`config.mk`:
```
export PLATFORM = sky130hd
export DESIGN_NAME = alu_seq
export DESIGN_NICKNAME = d
export VERILOG_FILES = /design/src/rtl/alu_seq_pkg.sv /design/src/rtl/alu_seq.sv
export SDC_FILE = /design/constraint.sdc
export NUM_CORES = 1
export LEC_CHECK = 0
export BUFFER_PORTS_ARGS = -buffer_cell sky130_fd_sc_hd__buf_2
export CAP_MARGIN = 20
export CORE_AREA = 2 2 113 93
export DETAILED_ROUTE_END_ITERATION = 10
export DIE_AREA = 0 0 115 95
export PLACE_DENSITY = 0.76
export SLEW_MARGIN = 30
export SYNTH_ARGS = -nofsm -noshare
export SYNTH_HDL_FRONTEND = slang
export SYNTH_SLANG_ARGS = --single-unit
```
`constraint.sdc`:
```
create_clock -name clk -period 2 [get_ports clk]
set_input_delay 0.2 -clock clk [delete_from_list [all_inputs] [get_ports clk]]
set_output_delay 0.2 -clock clk [all_outputs]
set_load 0.005 [all_outputs]
```
`src/rtl/alu_seq_pkg.sv`:
```
// Shared types and constants for the byte-serial ALU sequencer.
package alu_seq_pkg;

  typedef enum logic [1:0] {
    OpXor = 2'b00,
    OpAnd = 2'b01,
    OpShl = 2'b10,
    OpShr = 2'b11
  } op_e;

  typedef enum logic [1:0] {
    StIdle,
    StRun,
    StDone
  } state_e;

  localparam logic [2:0] AluCmdXor   = 3'b011;
  localparam logic [2:0] AluCmdAnd   = 3'b101;
  localparam logic [2:0] AluCmdShift = 3'b001;
  localparam logic [2:0] AluCmdPass  = 3'b111;

  localparam logic [1:0] TypeShlC = 2'b11;
  localparam logic [1:0] TypeShrC = 2'b01;
  localparam logic [1:0] TypeNone = 2'b00;

  // Byte counter width; covers NBYTES up to 8.
  localparam int unsigned CntW = 3;

  function automatic logic is_shift(op_e op);
    return (op == OpShl) || (op == OpShr);
  endfunction

endpackage

```
`src/rtl/alu_seq.sv`:
```
// Byte-serial sequencer driving an external 8-bit combinational ALU.
// Optional zero flag enabled by defining ALU_SEQ_ZFLAG_EN.
module alu_seq
  import alu_seq_pkg::*;
#(
  parameter int unsigned NBYTES = 4
) (
  input  logic                  clk,
  input  logic                  reset_n,
  input  logic                  req_valid,
  output logic                  req_ready,
  input  logic [1:0]            req_op,
  input  logic [8*NBYTES-1:0]   req_a,
  input  logic [8*NBYTES-1:0]   req_b,
  input  logic                  req_ci,
  output logic                  rsp_valid,
  input  logic                  rsp_ready,
  output logic [8*NBYTES-1:0]   rsp_data,
  output logic                  rsp_co,
  output logic                  rsp_zero,
  output logic [2:0]            alu_cmd,
  output logic [7:0]            alu_inA,
  output logic [7:0]            alu_inB,
  output logic                  alu_sc_i,
  output logic [1:0]            alu_typeselect,
  output logic [3:0]            alu_immed,
  input  logic [7:0]            alu_rslt,
  input  logic                  alu_sc_o
);

  localparam int unsigned W = 8 * NBYTES;

  state_e          r_state, w_state_nxt;
  logic [CntW-1:0] r_cnt, w_k;
  logic [W-1:0]    r_a, r_b, r_res, w_res_nxt;
  op_e             r_op;
  logic            r_carry, r_co;
  logic            w_accept, w_last;
  logic [7:0]      w_byte_a, w_byte_b;

  assign w_accept = req_valid && (r_state == StIdle);
  assign w_last   = (r_cnt == CntW'(NBYTES - 1));
  // SHR walks the operand MSB first so the carry ripples downward.
  assign w_k      = (r_op == OpShr) ? (CntW'(NBYTES - 1) - r_cnt) : r_cnt;

  always_comb begin
    w_byte_a  = '0;
    w_byte_b  = '0;
    w_res_nxt = r_res;
    for (int unsigned i = 0; i < NBYTES; i++) begin
      if (w_k == CntW'(i)) begin
        w_byte_a              = r_a[8*i +: 8];
        w_byte_b              = r_b[8*i +: 8];
        w_res_nxt[8*i +: 8]   = alu_rslt;
      end
    end
  end

  always_comb begin
    w_state_nxt    = r_state;
    req_ready      = 1'b0;
    alu_cmd        = AluCmdPass;
    alu_inA        = '0;
    alu_inB        = '0;
    alu_sc_i       = 1'b0;
    alu_typeselect = TypeNone;
    unique case (r_state)
      StIdle: begin
        req_ready = 1'b1;
        if (req_valid) w_state_nxt = StRun;
      end
      StRun: begin
        alu_inA  = w_byte_a;
        alu_inB  = w_byte_b;
        alu_sc_i = r_carry;
        unique case (r_op)
          OpXor: alu_cmd = AluCmdXor;
          OpAnd: alu_cmd = AluCmdAnd;
          OpShl: begin
            alu_cmd        = AluCmdShift;
            alu_typeselect = TypeShlC;
          end
          OpShr: begin
            alu_cmd        = AluCmdShift;
            alu_typeselect = TypeShrC;
          end
          default: alu_cmd = AluCmdPass;
        endcase
        if (w_last) w_state_nxt = StDone;
      end
      StDone: begin
        if (rsp_ready) w_state_nxt = StIdle;
      end
      default: w_state_nxt = StIdle;
    endcase
  end

  always_ff @(posedge clk or negedge reset_n) begin
    if (!reset_n) begin
      r_state <= StIdle;
      r_cnt   <= '0;
      r_a     <= '0;
      r_b     <= '0;
      r_op    <= OpXor;
      r_carry <= 1'b0;
      r_res   <= '0;
      r_co    <= 1'b0;
    end else begin
      r_state <= w_state_nxt;
      if (w_accept) begin
        r_a     <= req_a;
        r_b     <= req_b;
        r_op    <= op_e'(req_op);
        r_carry <= req_ci;
        r_cnt   <= '0;
      end else if (r_state == StRun) begin
        r_cnt   <= r_cnt + CntW'(1);
        r_carry <= alu_sc_o;
        r_res   <= w_res_nxt;
        if (w_last) r_co <= is_shift(r_op) ? alu_sc_o : 1'b0;
      end
    end
  end

`ifdef ALU_SEQ_ZFLAG_EN
  logic r_zero;

  always_ff @(posedge clk or negedge reset_n) begin
    if (!reset_n) begin
      r_zero <= 1'b0;
    end else if ((r_state == StRun) && w_last) begin
      r_zero <= (w_res_nxt == '0);
    end
  end

  assign rsp_zero = r_zero;
`else
  assign rsp_zero = 1'b0;
`endif

  assign rsp_valid = (r_state == StDone);
  assign rsp_data  = r_res;
  assign rsp_co    = r_co;
  assign alu_immed = 4'b0000;

endmodule
```
==> flow_summary.yaml, run 1 <==
routing:
  wirelength_mm: 13.1
  drt_iter0_markers: 217
  wl_per_cell_um: 16.5
  final_antenna_net_count: 0
  dr.pass1.iters: 5
  routed-via-count: 4259
  drc: 0
  via_per_inst: 5.36
clocking:
  htreeDepth: 3
  ctsRootBufferMaster: "clkbuf_16"
  cts.sinks: 105
  clockBufferDepth: 2
  cts_inserted_buffers: 9
  clock_latency_ps: 340
  cts.clk_slew.worst_paths_ps: 70
  tritoncts: "built"
worst_setup_path:
  path_cells: "buf_6 > a21bo_4 > a21oi_4 > buf_4 > a31oi_1 > a211oi_1 > buf_2"
  path_max_fanout: 4
  cpMaxStageDelayCell: "dfrtp_2"
  critPathLaunchType: "flip-flop"
  reg2reg_depth: 5
  r2r_start: "r_op[0]$_DFFE_PN0P_"
  cp_data_arrival_time_ps: 2060
  crit_path_end_kind: "output port"
  crit_type: "reg -> out"
  reg2reg_to: "rsp_data[4]$_DFFE_PN0P_"
  crit_required_ps: 1800
  slowest_delay_ps: 460
  ff2ff_setup_slack_ps: 40
logic_synthesis:
  ys_top_cells_by_area: "dfrtp_1, nand2_1, mux2_2"
  ys_types: 41
  synth_edf_count: 0
  synth.top_cell.area_share_pct: 55.0
  syn_avg_cell_area_um2: 9.33
  synth-seq-cells: 105
  synthFlopType: "dfrtp_1"
  syn_area_um2: 4780
  synth_top_cells_by_count: "nand2_1, dfrtp_1, mux2_2, o21ai_0, nand3_1"
  yosys_warnings: 0
  ys_seq_area_share_pct: 55.0
  syn_inst: 512
  synth.most_common_cell: "nand2_1"
  synth_area_leader_cell: "dfrtp_1"
  ys_async_sr_fraction_pct: 100
global_route:
  grt_max_degree: 70
  grt_pass1_vias: 4261
  grt_pass1_wl_mm: 20.5
  grt_usage_pct: 24.5
  grt.overflow.total: 0
  antenna_found_initial: 0
place:
  dp_hpwl_mm: 8.85
  pre_cts_ws_ps: 40.6
  gp_congestion: 0.855
  dp.cells: 762
  io_buffer_count: 135
layout:
  area_growth_pct: 34.2
  fill_cells: 791
  drive_above_1_share_pct: 40.6
  layout.nets: 748
  fin_cells: 794
  diodes: 0
power:
  p_comb_share_pct: 49.0
  switching_share_pct: 38.4
  leakage_nw: 3.25
  internal-power_w: 0.00713
  power.share.clock_pct: 17.3
  peakVddDrop_mv: 0.754
  p_switching_w: 0.00444
  power_density_nw_per_um2: 1800
  seqPwrFrac_pct: 33.7
floorplan:
  fp.coreArea_um2: 9910
  num_rows: 33
  io_pins: 142
  die-area_um2: 10900
  die_h_um: 95
  fp.dieW_um: 115
  start_util_pct: 48.2
hold_path:
  holdPathEnd: "r_b[9]$_DFFE_PN0P_"
  whs_path_depth: 3
  hp-class: "in -> reg"
  hp-start: "req_b[9]"
sta:
  tightest_slew_ps: 556
  timing.final.crit_share_pct: 113
  final.setup.tns_ps: -2640
  period_minus_slack_ps: 2260
  fmax_mhz: 442
  layout_setup_ws_ps: -261
  rsz0062_at_grt: "true"
  timing.final.hold_violations: 0
  slew_headroom_pct: 62.9
  setup_violations: 16
  skew_ps: 6.37
  maxSlewViolCount: 0
status:
  status: "finished, violations left"
  violations: "negative setup slack"
flow_run:
  max_cap_viol_count: 0
per-layer routing:
| layer | track usage [%] | vias to the layer above | share of wire, % |
|---|---|---|---|
| li1 | - | 2002 | - |
| met1 | 31.8 | 2066 | 42 |
| met2 | 41.1 | 171 | 49 |
| met3 | 5.65 | 20 | 7.3 |
| met4 | 8.03 | 0 | 1.5 |
| met5 | 0 | - | 0 |
logic make-up after synthesis:
kind of cell	Yosys count	share of synthesized area [%]
mux	36	8.43
flops	105	55.0
other cells	2	0.157
buf+inv	41	4.08
compound gates	64	9.11
fa+ha+maj	1	0.262
simple gates	263	23.0
metrics by stage:
stage / power (W) / util [%] / hold slack (ps) / area, um^2
floorplan: 0.00660 / - / -95.6 / 4790
global placement: 0.00838 / 57.4 / 225 / 5680
detailed placement: 0.00857 / 57.4 / 226 / 5680
CTS: 0.0112 / 63.3 / 35.9 / 6270
global route: 0.0123 / 64.7 / 51.4 / 6410
finish: 0.0116 / 64.7 / 41.7 / 6410
cells in the final DEF (no fill, tap or decap), types with 2 or more instances in the layout:
cell type  instances
o21ai_1            6
dfrtp_1          101
buf_2            134
buf_4             25
nor2_2             2
mux2_2            33
nand3_1           14
nand2_1          204
o21ai_2            4
a211oi_2          12
dfrtp_2            4
bufinv_16          3
nand3_2            6
conb_1             6
nor2_1             3
a31oi_2            3
a31oi_1           11
buf_6             13
a211oi_1           3
nor2b_1            3
nand2b_1           2
mux2_4             2
nor3_1            17
and2_1             2
clkbuf_16          9
buf_12             4
inv_1              3
mux2i_1            2
o21ai_0           13
a21oi_4            2
worst max-delay path, delay by kind of cell (launching register included):
kind | cells | cell delay [ps]
AO/OA/AOI/OAI | 4 | 760
buffers and inverters | 3 | 490
flip-flops | 1 | 460
flip-flops by register name (all words and copies together), names as in the netlist:
| name | cells |
|---|---|
| r_b | 32 |
| r_op | 2 |
| rsp_co | 1 |
| r_state | 2 |
| r_carry | 1 |
| rsp_data | 32 |
| r_cnt | 3 |
| r_a | 32 |
timing repair:
item	CTS	global route
pin swaps	11	13
cloned	2	0
setup buffers	11	3
gates resized for setup	40	27
hold buffers	1	0
endpoints found under the setup margin	16	35
hold endpoints to repair	40	0
cell type report:
class | instances | area (um^2) | share of cell area [%]
inverter | 3 | 11.3 | 0.176
clock inverter | 5 | 103 | 1.60
clock buffer | 11 | 243 | 3.78
timing repair buffer | 177 | 1090 | 17.1
tap | 122 | 153 | 2.38
sequential | 105 | 2630 | 41.0
multi-input combinational | 371 | 2180 | 33.9
power by group through the flow:
stage / Combinational [W] / Clock, W / Sequential, W
final: 0.00567 / 0.00200 / 0.00390
after global routing: 0.00624 / 0.00211 / 0.00400
after CTS: 0.00532 / 0.00203 / 0.00383
after detailed placement: 0.00474 / 0 / 0.00382
after global placement: 0.00459 / 0 / 0.00378
after floorplan: 0.00293 / 0 / 0.00367
worst max-delay path by stage:
| stage | from | endpoint |
|---|---|---|
| 5_1_grt | r_cnt[0]$_DFFE_PN0P_ | alu_inB[0] |
| 2_1_floorplan | r_cnt[0]$_DFFE_PN0P_ | alu_inA[0] |
| 3_5_place_dp | r_op[0]$_DFFE_PN0P_ | alu_inA[1] |
| 3_3_place_gp | r_op[0]$_DFFE_PN0P_ | alu_inA[1] |
| 6_report | r_op[0]$_DFFE_PN0P_ | alu_inB[0] |
| 4_1_cts | r_op[0]$_DFFE_PN0P_ | alu_inA[1] |
(Power assumes the default switching activity.)
==> inputs of run 2 (changes only) <==
==> constraint.sdc (replaced) <==
create_clock -name clk -period 2 [get_ports clk]
set_input_delay 0.1 -clock clk [delete_from_list [all_inputs] [get_ports clk]]
set_output_delay 0.1 -clock clk [all_outputs]
set_load 0.005 [all_outputs]
==> run 2 against run 1 <==
Effect of this change:
- the run still ends with negative setup slack left
- routed wire length is 8.0% higher
- total power is 2.6% lower
- highest routed layer unchanged
- clock skew hardly changed
- largest cell class unchanged
- largest power group unchanged
- global-route usage is 1.7 points higher
==> flow_summary.yaml, run 2 (synthesized netlist as in run 1, its figures left out) <==
worst_setup_path:
  crit_required_ps: 1900
  slowest_delay_ps: 470
  crit_type: "reg -> out"
  cpMaxStageDelayCell: "dfrtp_2"
  cp_common_cell: "buf_2"
  path_cells: "and3b_2 > a22oi_2 > buf_2 > o21ai_0 > a211oi_1 > buf_2"
  cp_data_arrival_time_ps: 2080
  path_max_fanout: 6
  crit_path_end_kind: "output port"
  critPathLaunchType: "flip-flop"
status:
  violations: "negative setup slack"
  status: "finished, violations left"
routing:
  wl_met1_mm: 5.68
  via_per_inst: 5.45
  drt_iter0_markers: 290
  dr.pass1.iters: 5
  highest_layer: "met4"
  routed-via-count: 4641
  wl_per_cell_um: 16.6
  drc: 0
  dr_wl_met3_um: 904
  final_antenna_net_count: 0
  wirelength_mm: 14.1
  dr_wl_met2_mm: 7.12
floorplan:
  num_rows: 33
  die-area_um2: 10900
  fp.dieW_um: 115
  fp.coreArea_um2: 9910
  io_pins: 142
  die_h_um: 95
  start_util_pct: 48.2
hold_path:
  hp-class: "in -> reg"
layout:
  design_area_um2: 6920
  final_common_cell: "nand2_1"
  final_cell_mix: "nand2_1, buf_2, dfrtp_1, dlygate4sd3_1, mux2_2"
  drive_above_1_share_pct: 35.5
  layout.nets: 806
  diodes: 0
  area_growth_pct: 44.7
  fill_cells: 722
  utilization_pct: 69.8
sta:
  slew_headroom_pct: 65.3
  layout_setup_ws_ps: -182
  timing.final.hold_violations: 0
  final.setup.tns_ps: -1370
  skew_ps: 6.36
  period_minus_slack_ps: 2180
  fmax_mhz: 458
  holdWs_ps: 9.64
  rsz0062_at_grt: "true"
  timing.final.crit_share_pct: 109
  maxSlewViolCount: 0
  tightest_slew_ps: 518
  setup_violations: 16
flow_run:
  max_cap_viol_count: 0
clocking:
  clock_latency_ps: 350
  tritoncts: "built"
  cts.clk_slew.worst_paths_ps: 70
  clockBufferDepth: 2
  htreeDepth: 3
  cts.sinks: 105
  cts_inserted_buffers: 9
  ctsRootBufferMaster: "clkbuf_16"
power:
  switching_share_pct: 39.2
  p_comb_share_pct: 48.7
  leakage_nw: 3.45
  peakVddDrop_mv: 0.717
  power.share.clock_pct: 16.9
  seqPwrFrac_pct: 34.4
  p_switching_w: 0.00441
  power_density_nw_per_um2: 1630
  internal-power_w: 0.00686
place:
  dpl-instance-area_um2: 5640
  io_buffer_count: 135
  dp_hpwl_mm: 8.73
  gp_congestion: 0.857
global_route:
  grt_pass1_wl_mm: 22.1
  antenna_found_initial: 0
  grt_pass1_vias: 4532
  grt_max_degree: 64
  grt.overflow.total: 0
  grt_usage_pct: 26.3
## run 2: layout make-up
cell class                      count  area, um^2  share of cell area, %
Clock inverter                      4        76.3                   1.10
Multi-Input combinational cell    370        2130                   30.8
Clock buffer                       12         246                   3.56
Timing Repair Buffer              236        1670                   24.1
Inverter                            3        11.3                  0.163
Tap cell                          122         153                   2.21
Sequential cell                   105        2630                   38.1
## run 2: layer usage
metal	vias to the layer above	global-route usage [%]
met5	-	0
met4	0	11.0
met3	40	5.84
met2	223	44.5
met1	2268	32.7
li1	2110	-
## run 2: power by group through the flow
stage	clock network, W	registers [W]	logic, W
after floorplan	0	0.00367	0.00293
after global placement	0	0.00378	0.00451
after detailed placement	0	0.00383	0.00466
after CTS	0.00193	0.00381	0.00513
after global routing	0.00200	0.00398	0.00600
final	0.00190	0.00387	0.00549
## run 2: final timing paths
| kind | endpoint | slack [ps] | cells past startpoint | start |
|---|---|---|---|---|
| hold reg to reg | r_a[21]$_DFFE_PN0P_ | 480 | 2 | r_a[21]$_DFFE_PN0P_ |
| hold / removal | r_carry$_DFFE_PN0P_ | 10 | 3 | alu_sc_o |
| setup / recovery | alu_inB[0] | -180 | 6 | r_op[0]$_DFFE_PN0P_ |
| min in group asynchronous | r_a[3]$_DFFE_PN0P_ | 220 | 2 | reset_n |
| setup reg to reg | rsp_data[17]$_DFFE_PN0P_ | 100 | 5 | r_op[0]$_DFFE_PN0P_ |
| max in group asynchronous | rsp_data[17]$_DFFE_PN0P_ | 1090 | 3 | reset_n |
## run 2: critical path, delay by kind of cell (launching register included)
kind	cells	cell delay, ps
buffers and inverters	2	400
AND/OR/NAND/NOR	1	270
flip-flops	1	470
AO/OA/AOI/OAI	3	620
## run 2: through the flow
step | setup slack, ps | instances | power, W
after global routing | -218 | 852 | 0.0120
after CTS | -2.78 | 848 | 0.0109
after floorplan | 265 | 516 | 0.00660
after global placement | 140 | 755 | 0.00830
final | -182 | 852 | 0.0113
after detailed placement | 115 | 755 | 0.00849
## run 2: repair_timing
| action | CTS | global route |
|---|---|---|
| hold buffers | 68 | 0 |
| setup buffers | 9 | 3 |
| setup endpoints to repair | 15 | 16 |
| pin swaps | 6 | 11 |
| cloned | 0 | 1 |
| hold endpoints to repair | 96 | 0 |
| gates resized for setup | 23 | 28 |
==> inputs of run 3 (changes only) <==
--- a/config.mk
+++ b/config.mk
@@ -10,7 +10,7 @@
 export CORE_AREA = 2 2 113 93
 export DETAILED_ROUTE_END_ITERATION = 10
 export DIE_AREA = 0 0 115 95
-export PLACE_DENSITY = 0.76
+export PLACE_DENSITY = 0.78
 export SLEW_MARGIN = 30
 export SYNTH_ARGS = -nofsm -noshare
 export SYNTH_HDL_FRONTEND = slang
==> constraint.sdc (replaced) <==
create_clock -name clk -period 2 [get_ports clk]
set_input_delay 0.3 -clock clk [delete_from_list [all_inputs] [get_ports clk]]
set_output_delay 0.3 -clock clk [all_outputs]
set_load 0.005 [all_outputs]
==> run 3 against run 2 <==
Effect of this change:
- routed wire length is 9.0% lower
- highest routed layer unchanged
- register-to-register slack worse by 40 ps
- clock power is 8% lower
- critical path depth is 1 higher
- sequential power is 1% lower
- cell count is 7.9% lower
- the run still ends with negative setup slack left
- combinational power is 6.7% lower
- via count is 8.1% lower
- clock skew is 1.3 ps lower
- non-clock buffer count is 67 lower
- fmax is 4.5% lower
- total power is 5.1% lower
==> flow_summary.yaml, run 3 (synthesized netlist as in run 1, its figures left out) <==
layout:
  diodes: 0
  final_cell_mix: "nand2_1, buf_2, dfrtp_1, mux2_2, buf_4"
  area_growth_pct: 28.1
  design_area_um2: 6120
  multi_input_area_um2: 2020
  drive_above_1_share_pct: 35.9
  final_common_cell: "nand2_1"
  seqCellArea_um2: 2630
  fill_cells: 827
  layout.nets: 739
place:
  gp_congestion: 0.888
  dpl-instance-area_um2: 5680
  dp_hpwl_mm: 9.19
  io_buffer_count: 135
worst_setup_path:
  crit_path_end_kind: "output port"
  cp_data_arrival_time_ps: 1980
  cpLargestDelayFamily: "compound AO/OA/AOI/OAI gates"
  path_max_fanout: 5
  critPathLaunchType: "flip-flop"
  cpMaxStageDelayCell: "dfrtp_1"
  path_cells: "buf_4 > a21bo_2 > a21oi_4 > buf_6 > a31oi_1 > a211oi_1 > buf_2"
  ff2ff_setup_slack_ps: 60
  crit_buf_inv: 3
  crit_required_ps: 1700
  crit_type: "reg -> out"
  slowest_delay_ps: 420
power:
  switching_share_pct: 39.1
  leakage_nw: 3.14
  seqPwrFrac_pct: 35.8
  p_comb_share_pct: 47.9
  power_density_nw_per_um2: 1750
  p_total_w: 0.0107
  p_switching_w: 0.00418
  internal-power_w: 0.00651
  peakVddDrop_mv: 0.904
  power.share.clock_pct: 16.4
routing:
  wl_per_cell_um: 16.4
  drt_iter0_markers: 188
  via_per_inst: 5.43
  final_antenna_net_count: 0
  dr.pass1.iters: 4
  routed-via-count: 4264
  wirelength_mm: 12.9
  drc: 0
global_route:
  grt_max_degree: 39
  grt_usage_pct: 24.6
  grt.overflow.total: 0
  antenna_found_initial: 0
  grt_pass1_vias: 4283
  grt_pass1_wl_mm: 20.7
sta:
  maxSlewViolCount: 0
  timing.final.hold_violations: 0
  layout_setup_ws_ps: -285
  fmax_mhz: 438
  skew_ps: 5.09
  timing.final.crit_share_pct: 114
  rsz0062_at_grt: "true"
  period_minus_slack_ps: 2280
  setup_violations: 16
clocking:
  htreeDepth: 3
  clock_latency_ps: 340
  cts.clk_slew.worst_paths_ps: 70
  tritoncts: "built"
  cts_inserted_buffers: 9
  clockBufferDepth: 2
  cts.sinks: 105
  ctsRootBufferMaster: "clkbuf_16"
floorplan:
  num_rows: 33
  start_util_pct: 48.2
  fp.coreArea_um2: 9910
  die_h_um: 95
  io_pins: 142
  fp.dieW_um: 115
  die-area_um2: 10900
flow_run:
  max_cap_viol_count: 0
status:
  status: "finished, violations left"
  violations: "negative setup slack"
hold_path:
  hp-class: "in -> reg"
[run 3: cell count changes in the layout (fill, tap and decap cells not counted), sizes merged]
cell,before,now
clkinv,1,2
dlygate4sd3,68,1
inv,3,4
clkbuf,12,10
bufinv,2,1
clkinvlp,1,2
[run 3: power groups by stage]
stage / logic, W / clock network, W / registers (W)
after detailed placement: 0.00476 / 0 / 0.00382
final: 0.00512 / 0.00175 / 0.00382
after CTS: 0.00499 / 0.00178 / 0.00380
after global placement: 0.00464 / 0 / 0.00376
after global routing: 0.00562 / 0.00189 / 0.00394
after floorplan: 0.00293 / 0 / 0.00367
[run 3: layout make-up]
class	instances	area share (%)
well taps	122	2.49
clock buffers	10	3.74
multi-input cells	370	33.0
flip-flops and latches	105	43.0
repair buffers	169	16.5
inverters	3	0.184
clock inverters	6	1.10
[run 3: timing repair]
action	CTS	global route
gates resized for setup	16	8
cloned	1	0
buffers inserted	3	2
hold endpoints to repair	24	0
hold buffers	1	0
pin swaps	9	3
setup endpoints to repair	16	24
[run 3: worst paths after layout]
path	start	end	cells past startpoint
min in group asynchronous	reset_n	r_b[5]$_DFFE_PN0P_	2
max in group asynchronous	reset_n	r_b[16]$_DFFE_PN0P_	3
worst min register to register	r_b[26]$_DFFE_PN0P_	r_b[26]$_DFFE_PN0P_	2
worst max-delay path	r_op[1]$_DFFE_PN0P_	alu_inB[5]	7
worst max register to register	r_op[0]$_DFFE_PN0P_	rsp_data[9]$_DFFE_PN0P_	5
worst min-delay path	req_b[10]	r_b[10]$_DFFE_PN0P_	3
[run 3: routing by layer]
| layer | track usage (%) | share of wire (%) | vias to the layer above |
|---|---|---|---|
| met5 | 0 | 0 | - |
| met4 | 7.93 | 1.8 | 0 |
| met3 | 7.00 | 7.1 | 28 |
| met2 | 40.3 | 50 | 186 |
| met1 | 31.7 | 41 | 2064 |
| li1 | - | - | 1986 |
[run 3: worst reg2reg max path, cell delays in order, from the launching register on]
cell and delay [ps]:
dfrtp_2 450, and3b_2 250, mux2_4 370, buf_4 180
nand2_2 200, mux2_2 380
[run 3: stage by stage]
stage,utilization (%),instances,hold slack (ps),TNS (ps),worst slack [ps]
after floorplan,-,516,4.41,0,160
after global placement,57.4,762,245,0,46.8
after detailed placement,57.4,762,247,-74.4,-43.8
after CTS,61.2,783,136,-3270,-265
after global routing,61.8,785,145,-4710,-346
final,61.8,785,145,-3400,-285
